$ cat config.mk
export PLATFORM = sky130hd
export DESIGN_NAME = dram_wait_ctrl
export DESIGN_NICKNAME = d
export VERILOG_FILES = /design/src/rtl/cvp14_mem_pkg.sv /design/src/rtl/dram_array.sv /design/src/rtl/dram_wait_ctrl.sv
export SDC_FILE = /design/constraint.sdc
export NUM_CORES = 1
export LEC_CHECK = 0
export BUFFER_PORTS_ARGS = -buffer_cell sky130_fd_sc_hd__buf_4
export CORE_MARGIN = 3
export CORE_UTILIZATION = 40
export DETAILED_ROUTE_END_ITERATION = 8
export HOLD_SLACK_MARGIN = 0.02
export MAX_ROUTING_LAYER = met4
export PLACE_DENSITY_LB_ADDON = 0.2
export SLEW_MARGIN = 40
export SYNTH_ARGS = -nofsm -noshare
export SYNTH_HDL_FRONTEND = slang
export SYNTH_SLANG_ARGS = --single-unit
$ cat constraint.sdc
create_clock -name Clk_i -period 7.1 [get_ports Clk_i]
set_input_delay 0.355 -clock Clk_i [delete_from_list [all_inputs] [get_ports Clk_i]]
set_output_delay 0.355 -clock Clk_i [all_outputs]
set_load 0.03 [all_outputs]
$ cat src/rtl/cvp14_mem_pkg.sv
// Shared types and helpers for the CVP14 data-memory controller.
// Parity storage is enabled by defining DRAM_PARITY_EN.
package cvp14_mem_pkg;

    typedef enum logic {
        IDLE   = 1'b0,
        ACCESS = 1'b1
    } dram_state_t;

    // Widest data word the parity helper covers; narrower words are zero-extended.
    localparam int PAR_MAX_W = 64;

    function automatic logic even_parity(input logic [PAR_MAX_W-1:0] data);
        return ^data;
    endfunction

endpackage

$ cat src/rtl/dram_array.sv
// Storage array for dram_wait_ctrl: synchronous write port and registered read port.
// With DRAM_PARITY_EN defined each word carries an extra even-parity bit.
module dram_array #(
    parameter int DATA_W = 16,
    parameter int DEPTH  = 16,
    parameter int IDX_W  = 4
) (
    input  logic              clk_i,
    input  logic              rst_i,
    input  logic              we_i,
    input  logic              re_i,
    input  logic              in_range_i,
    input  logic [IDX_W-1:0]  idx_i,
    input  logic [DATA_W-1:0] wdata_i,
    input  logic              inj_err_i,
    output logic [DATA_W-1:0] rdata_o,
    output logic              perr_o
);
    import cvp14_mem_pkg::*;

`ifdef DRAM_PARITY_EN
    localparam int WORD_W = DATA_W + 1;
`else
    localparam int WORD_W = DATA_W;
`endif

    logic [WORD_W-1:0] mem_q [DEPTH];
    logic [WORD_W-1:0] wr_word_s;
    logic [WORD_W-1:0] rd_word_s;
    logic [DATA_W-1:0] rd_data_s;
    logic              rd_perr_s;
    logic [DATA_W-1:0] rdata_q;
    logic              perr_q;

`ifdef DRAM_PARITY_EN
    // Stored parity bit is flipped on request so the checker can be exercised.
    assign wr_word_s = {even_parity(PAR_MAX_W'(wdata_i)) ^ inj_err_i, wdata_i};
    assign rd_perr_s = in_range_i & (^rd_word_s);
`else
    logic unused_inj_s;
    assign unused_inj_s = inj_err_i;
    assign wr_word_s    = wdata_i;
    assign rd_perr_s    = 1'b0;
`endif

    assign rd_word_s = mem_q[idx_i];
    assign rd_data_s = in_range_i ? rd_word_s[DATA_W-1:0] : {DATA_W{1'b0}};

    // Array contents are intentionally left unreset.
    always_ff @(posedge clk_i) begin
        if (we_i) begin
            mem_q[idx_i] <= wr_word_s;
        end
    end

    // Read data and parity flag hold until the next read completes.
    always_ff @(posedge clk_i) begin
        if (rst_i) begin
            rdata_q <= {DATA_W{1'b0}};
            perr_q  <= 1'b0;
        end else if (re_i) begin
            rdata_q <= rd_data_s;
            perr_q  <= rd_perr_s;
        end else begin
            rdata_q <= rdata_q;
            perr_q  <= perr_q;
        end
    end

    assign rdata_o = rdata_q;
    assign perr_o  = perr_q;

endmodule

$ cat src/rtl/dram_wait_ctrl.sv
// CVP14 data memory with Req/Rdy/Done handshake and configurable access latency.
// Optional per-word parity checking is enabled by defining DRAM_PARITY_EN.
module dram_wait_ctrl #(
    parameter int DATA_W  = 16,
    parameter int ADDR_W  = 16,
    parameter int DEPTH   = 16,
    parameter int LATENCY = 2
) (
    input  logic              Clk_i,
    input  logic              Rst_i,
    input  logic              RD_i,
    input  logic              WR_i,
    input  logic [ADDR_W-1:0] Addr_i,
    input  logic [DATA_W-1:0] DataIn_i,
    input  logic              InjErr_i,
    output logic              Rdy_o,
    output logic              Done_o,
    output logic [DATA_W-1:0] DataOut_o,
    output logic              ParityErr_o
);
    import cvp14_mem_pkg::*;

    localparam int                CNT_W    = $clog2(LATENCY + 1);
    localparam int                IDX_W    = (DEPTH > 1) ? $clog2(DEPTH) : 1;
    localparam logic [CNT_W-1:0]  LAST_CNT = CNT_W'(LATENCY - 1);
    localparam logic [ADDR_W:0]   DEPTH_L  = (ADDR_W + 1)'(DEPTH);

    dram_state_t       state_q, state_d;
    logic [CNT_W-1:0]  cnt_q, cnt_d;
    logic              rdy_q, rdy_d;
    logic              done_q, done_d;
    logic              rd_q, rd_d;
    logic              wr_q, wr_d;
    logic              inj_q, inj_d;
    logic [ADDR_W-1:0] addr_q, addr_d;
    logic [DATA_W-1:0] data_q, data_d;
    logic              complete_s;
    logic              in_range_s;
    logic              we_s;
    logic              re_s;

    // Next-state logic: request latch on acceptance, wait counting while busy.
    always_comb begin
        state_d    = state_q;
        cnt_d      = cnt_q;
        rd_d       = rd_q;
        wr_d       = wr_q;
        inj_d      = inj_q;
        addr_d     = addr_q;
        data_d     = data_q;
        complete_s = 1'b0;
        case (state_q)
            IDLE: begin
                if ((RD_i | WR_i) & rdy_q) begin
                    state_d = ACCESS;
                    cnt_d   = {CNT_W{1'b0}};
                    rd_d    = RD_i & ~WR_i;   // simultaneous RD/WR is a write
                    wr_d    = WR_i;
                    inj_d   = InjErr_i;
                    addr_d  = Addr_i;
                    data_d  = DataIn_i;
                end else begin
                    state_d = IDLE;
                end
            end
            ACCESS: begin
                if (cnt_q == LAST_CNT) begin
                    state_d    = IDLE;
                    complete_s = 1'b1;
                end else begin
                    cnt_d = cnt_q + CNT_W'(1);
                end
            end
            default: begin
                state_d = IDLE;
            end
        endcase
        rdy_d  = (state_d == IDLE);
        done_d = complete_s;
    end

    // Controller state; a reset mid-access simply abandons the latched request.
    always_ff @(posedge Clk_i) begin
        if (Rst_i) begin
            state_q <= IDLE;
            cnt_q   <= {CNT_W{1'b0}};
            rdy_q   <= 1'b0;
            done_q  <= 1'b0;
            rd_q    <= 1'b0;
            wr_q    <= 1'b0;
            inj_q   <= 1'b0;
            addr_q  <= {ADDR_W{1'b0}};
            data_q  <= {DATA_W{1'b0}};
        end else begin
            state_q <= state_d;
            cnt_q   <= cnt_d;
            rdy_q   <= rdy_d;
            done_q  <= done_d;
            rd_q    <= rd_d;
            wr_q    <= wr_d;
            inj_q   <= inj_d;
            addr_q  <= addr_d;
            data_q  <= data_d;
        end
    end

    assign in_range_s = ({1'b0, addr_q} < DEPTH_L);
    assign we_s       = complete_s & wr_q & in_range_s & ~Rst_i;
    assign re_s       = complete_s & rd_q & ~Rst_i;

    dram_array #(
        .DATA_W (DATA_W),
        .DEPTH  (DEPTH),
        .IDX_W  (IDX_W)
    ) u_array (
        .clk_i      (Clk_i),
        .rst_i      (Rst_i),
        .we_i       (we_s),
        .re_i       (re_s),
        .in_range_i (in_range_s),
        .idx_i      (addr_q[IDX_W-1:0]),
        .wdata_i    (data_q),
        .inj_err_i  (inj_q),
        .rdata_o    (DataOut_o),
        .perr_o     (ParityErr_o)
    );

    assign Rdy_o  = rdy_q;
    assign Done_o = done_q;

endmodule

==> out/metrics.cfg <==
[power_and_ir_drop]
swShare_pct = 21.27
power.density_cell_area_nw_per_um2 = 277.5
pwr-share-comb_pct = 5.7
peakVddDrop_mv = 0.1691
p_sw_mw = 0.8164
seqPwrFrac_pct = 54.1
power.total_mw = 3.838
total_leakage_power_nw = 4.564
p_clk_share_pct = 40.2
p_int_mw = 3.021

[setup_path]
cp_max_fo = 21
endpoint = u_array.mem_q[8][14]$_DFFE_PP_
startpoint = addr_q[11]$_SDFFE_PP0P_
critPathKind = reg2reg
arrival_ps = 3170
critPathLaunchType = flip-flop
reg2reg_slack_ps = 4100
cp.required_ps = 7270
r2r_start = addr_q[11]$_SDFFE_PP0P_
rr_endpoint = u_array.mem_q[8][14]$_DFFE_PP_
end_kind = flip-flop
reg2reg_depth = 5

[clock_network]
clkTransAtPathRegs_ps = 60
htreeDepth = 1
tritoncts = yes
cts-resized-gates = 0
cts-hold-fix-buffers = 0
cts_made_buffers = 31
postCtsSetupBuffers = 0
clock_sinks = 315
clockRootBuffer = clkbuf_16
clock_path_buffers = 3
clkLatencyLatePin_ps = 540

[detailed_routing]
drt_iter0_drc = 503
ant_nets = 0
wire_per_inst_microns = 23.76
wl_microns = 26750
drtPass1Iterations = 5
via_per_inst = 5.430
drc_errors = 0
via_count = 6114

[sta]
finalCritPeriodShare_pct = 42.29
skew_ps = 9.597
setup_viol = 0
slew_violations = 0
holdWs_ps = 60.81
rsz0062_at_grt = false
max_freq_mhz = 333.0
worstMarginPinSlew_ps = 737.1
final-hold-violation-count = 0
tns_ps = 0
finalCriticalPeriod_ps = 3003
slew_headroom_pct = 50.86

[finish]
mostFrequentLayoutCell = edfxtp_1
fin_nets = 756
syn2layout_area_growth_pct = 15.91
design_area_sq_um = 13830
drive_gt1_share_pct = 31.27
final_cell_mix = 256 x edfxtp_1, 85 x nand2_1, 70 x buf_4
antenna_cells = 0
fin_cells = 1126

[floorplan]
die_h_microns = 178.7
num_rows = 62
start_util_pct = 41.12
io_pins = 56
core_sq_um = 29010
dieArea_sq_um = 31930
fp.dieW_microns = 178.7

[job]
max_cap_viol_count = 0

[yosys]
async_flop_share_pct = 0
synth_area_leaders = edfxtp_1 64%, mux4_2 12%, dfxtp_1 9.9%, nand2_1 2.7%, mux2_2 1.5%
synthFlopType = edfxtp_1
yosysTopAreaCell = edfxtp_1
netlist_area_sq_um = 11930
synth.top_cell.area_share_pct = 64.44
avgSynthCellArea_sq_um = 18.38
yosysSeqAreaShare_pct = 74.34
netlist_instances = 649
ys_ff_latch = 315
yosysUniqueCellTypes = 36
synth_nets = 687
yosysWarnings = 0
synth-edff-count = 256

[grt]
gr-total-overflow = 0
grt_pass1_wl_microns = 39720
grt_max_degree = 65
grt_usage_pct = 17.49
antenna_found_initial = 0
grt_pass1_vias = 6528

[place]
dp_hpwl_microns = 15240
gp_congestion = 0.7369
placed_area_sq_um = 12870
dp_cells = 1069
portBuffers = 53

[run_status]
outcome = finished clean

[worst_hold_path]
min_from = DataIn_i[3]
hp-class = in2reg

per-stage QoR:
| step | utilization [%] | worst slack (ps) |
|---|---|---|
| floorplan | - | 4160 |
| global placement | 44.19 | 3933 |
| detailed placement | 44.36 | 4104 |
| CTS | 47.65 | 4097 |
| global route | 47.66 | 3965 |
| finish | 47.66 | 4097 |
kinds of logic (layout without fill, tap and decap cells):
| kind of cell | Yosys count | in the layout | share of synthesized area (%) |
|---|---|---|---|
| multiplexers | 96 | 96 | 14.94 |
| AO/OA/AOI/OAI | 55 | 55 | 3.147 |
| buffers and inverters | 39 | 132 | 1.647 |
| adder cells (fa/ha/maj) | 1 | 1 | 0.1049 |
| other | 1 | 1 | 0.03144 |
| AND/OR/NAND/NOR | 142 | 142 | 5.790 |
| flip-flops | 315 | 315 | 74.34 |
cells in the mapped netlist, types with 2 or more instances:
library cell and instances:
a21oi_1 35, a31oi_1 2, buf_1 5, buf_2 7, buf_4 5, buf_6 3
clkbuf_1 17, dfxtp_1 59, edfxtp_1 256, inv_1 2, mux2_2 16, mux2i_1 16
mux4_2 64, nand2_1 85, nand2b_1 3, nand3_1 18, nand4b_2 2, nor2_1 18
nor3_1 2, nor3_2 3, o211ai_1 7, o211ai_2 10
power by group through the flow:
stage | combinational, mW | sequential [mW] | clock, mW
4_1_cts | 0.221 | 2.08 | 1.58
2_1_floorplan | 0.166 | 2.09 | 0
3_5_place_dp | 0.220 | 2.12 | 0
6_report | 0.218 | 2.08 | 1.54
5_1_grt | 0.236 | 2.08 | 1.65
3_3_place_gp | 0.216 | 2.11 | 0
metal layers:
layer | up-vias | GRT usage (%) | wire [microns]
li1 | 2689 | - | -
met3 | 48 | 2.499 | 1331
met2 | 179 | 27.82 | 12730
met1 | 3198 | 24.26 | 12080
met4 | 0 | 4.026 | 606
met5 | - | - | 0
worst min path at each step:
| stage | to | cells after the start |
|---|---|---|
| after floorplan | addr_q[10]$_SDFFE_PP0P_ | 2 |
| after global placement | addr_q[4]$_SDFFE_PP0P_ | 2 |
| after detailed placement | addr_q[4]$_SDFFE_PP0P_ | 2 |
| after CTS | data_q[3]$_SDFFE_PP0P_ | 3 |
| after global routing | addr_q[12]$_SDFFE_PP0P_ | 3 |
| final | data_q[3]$_SDFFE_PP0P_ | 3 |
cell type report:
type	instances	area, sq um
clock buffers	44	844.6
fillers	2482	15190
clock inverters	13	107.6
repair buffers	73	559.3
inverters	2	7.507
flip-flops and latches	315	8875
well taps	384	480.5
multi-input cells	295	2953
registers in the layout, indices dropped and copies added, names as in the netlist, named ones only:
register         count
wr_q                 1
u_array.rdata_o     16
u_array.mem_q      256
Rdy_o                1
state_q              1
addr_q              16
rd_q                 1
Done_o               1
data_q              16
cnt_q                2
critical path, cell delays in order (launching register included):
cell	delay, ps
dfxtp_1	310
or4_4	540
nor4_4	200
buf_4	400
nand4bb_1	430
nor2_4	720
Power figures use the tool's default switching activity.
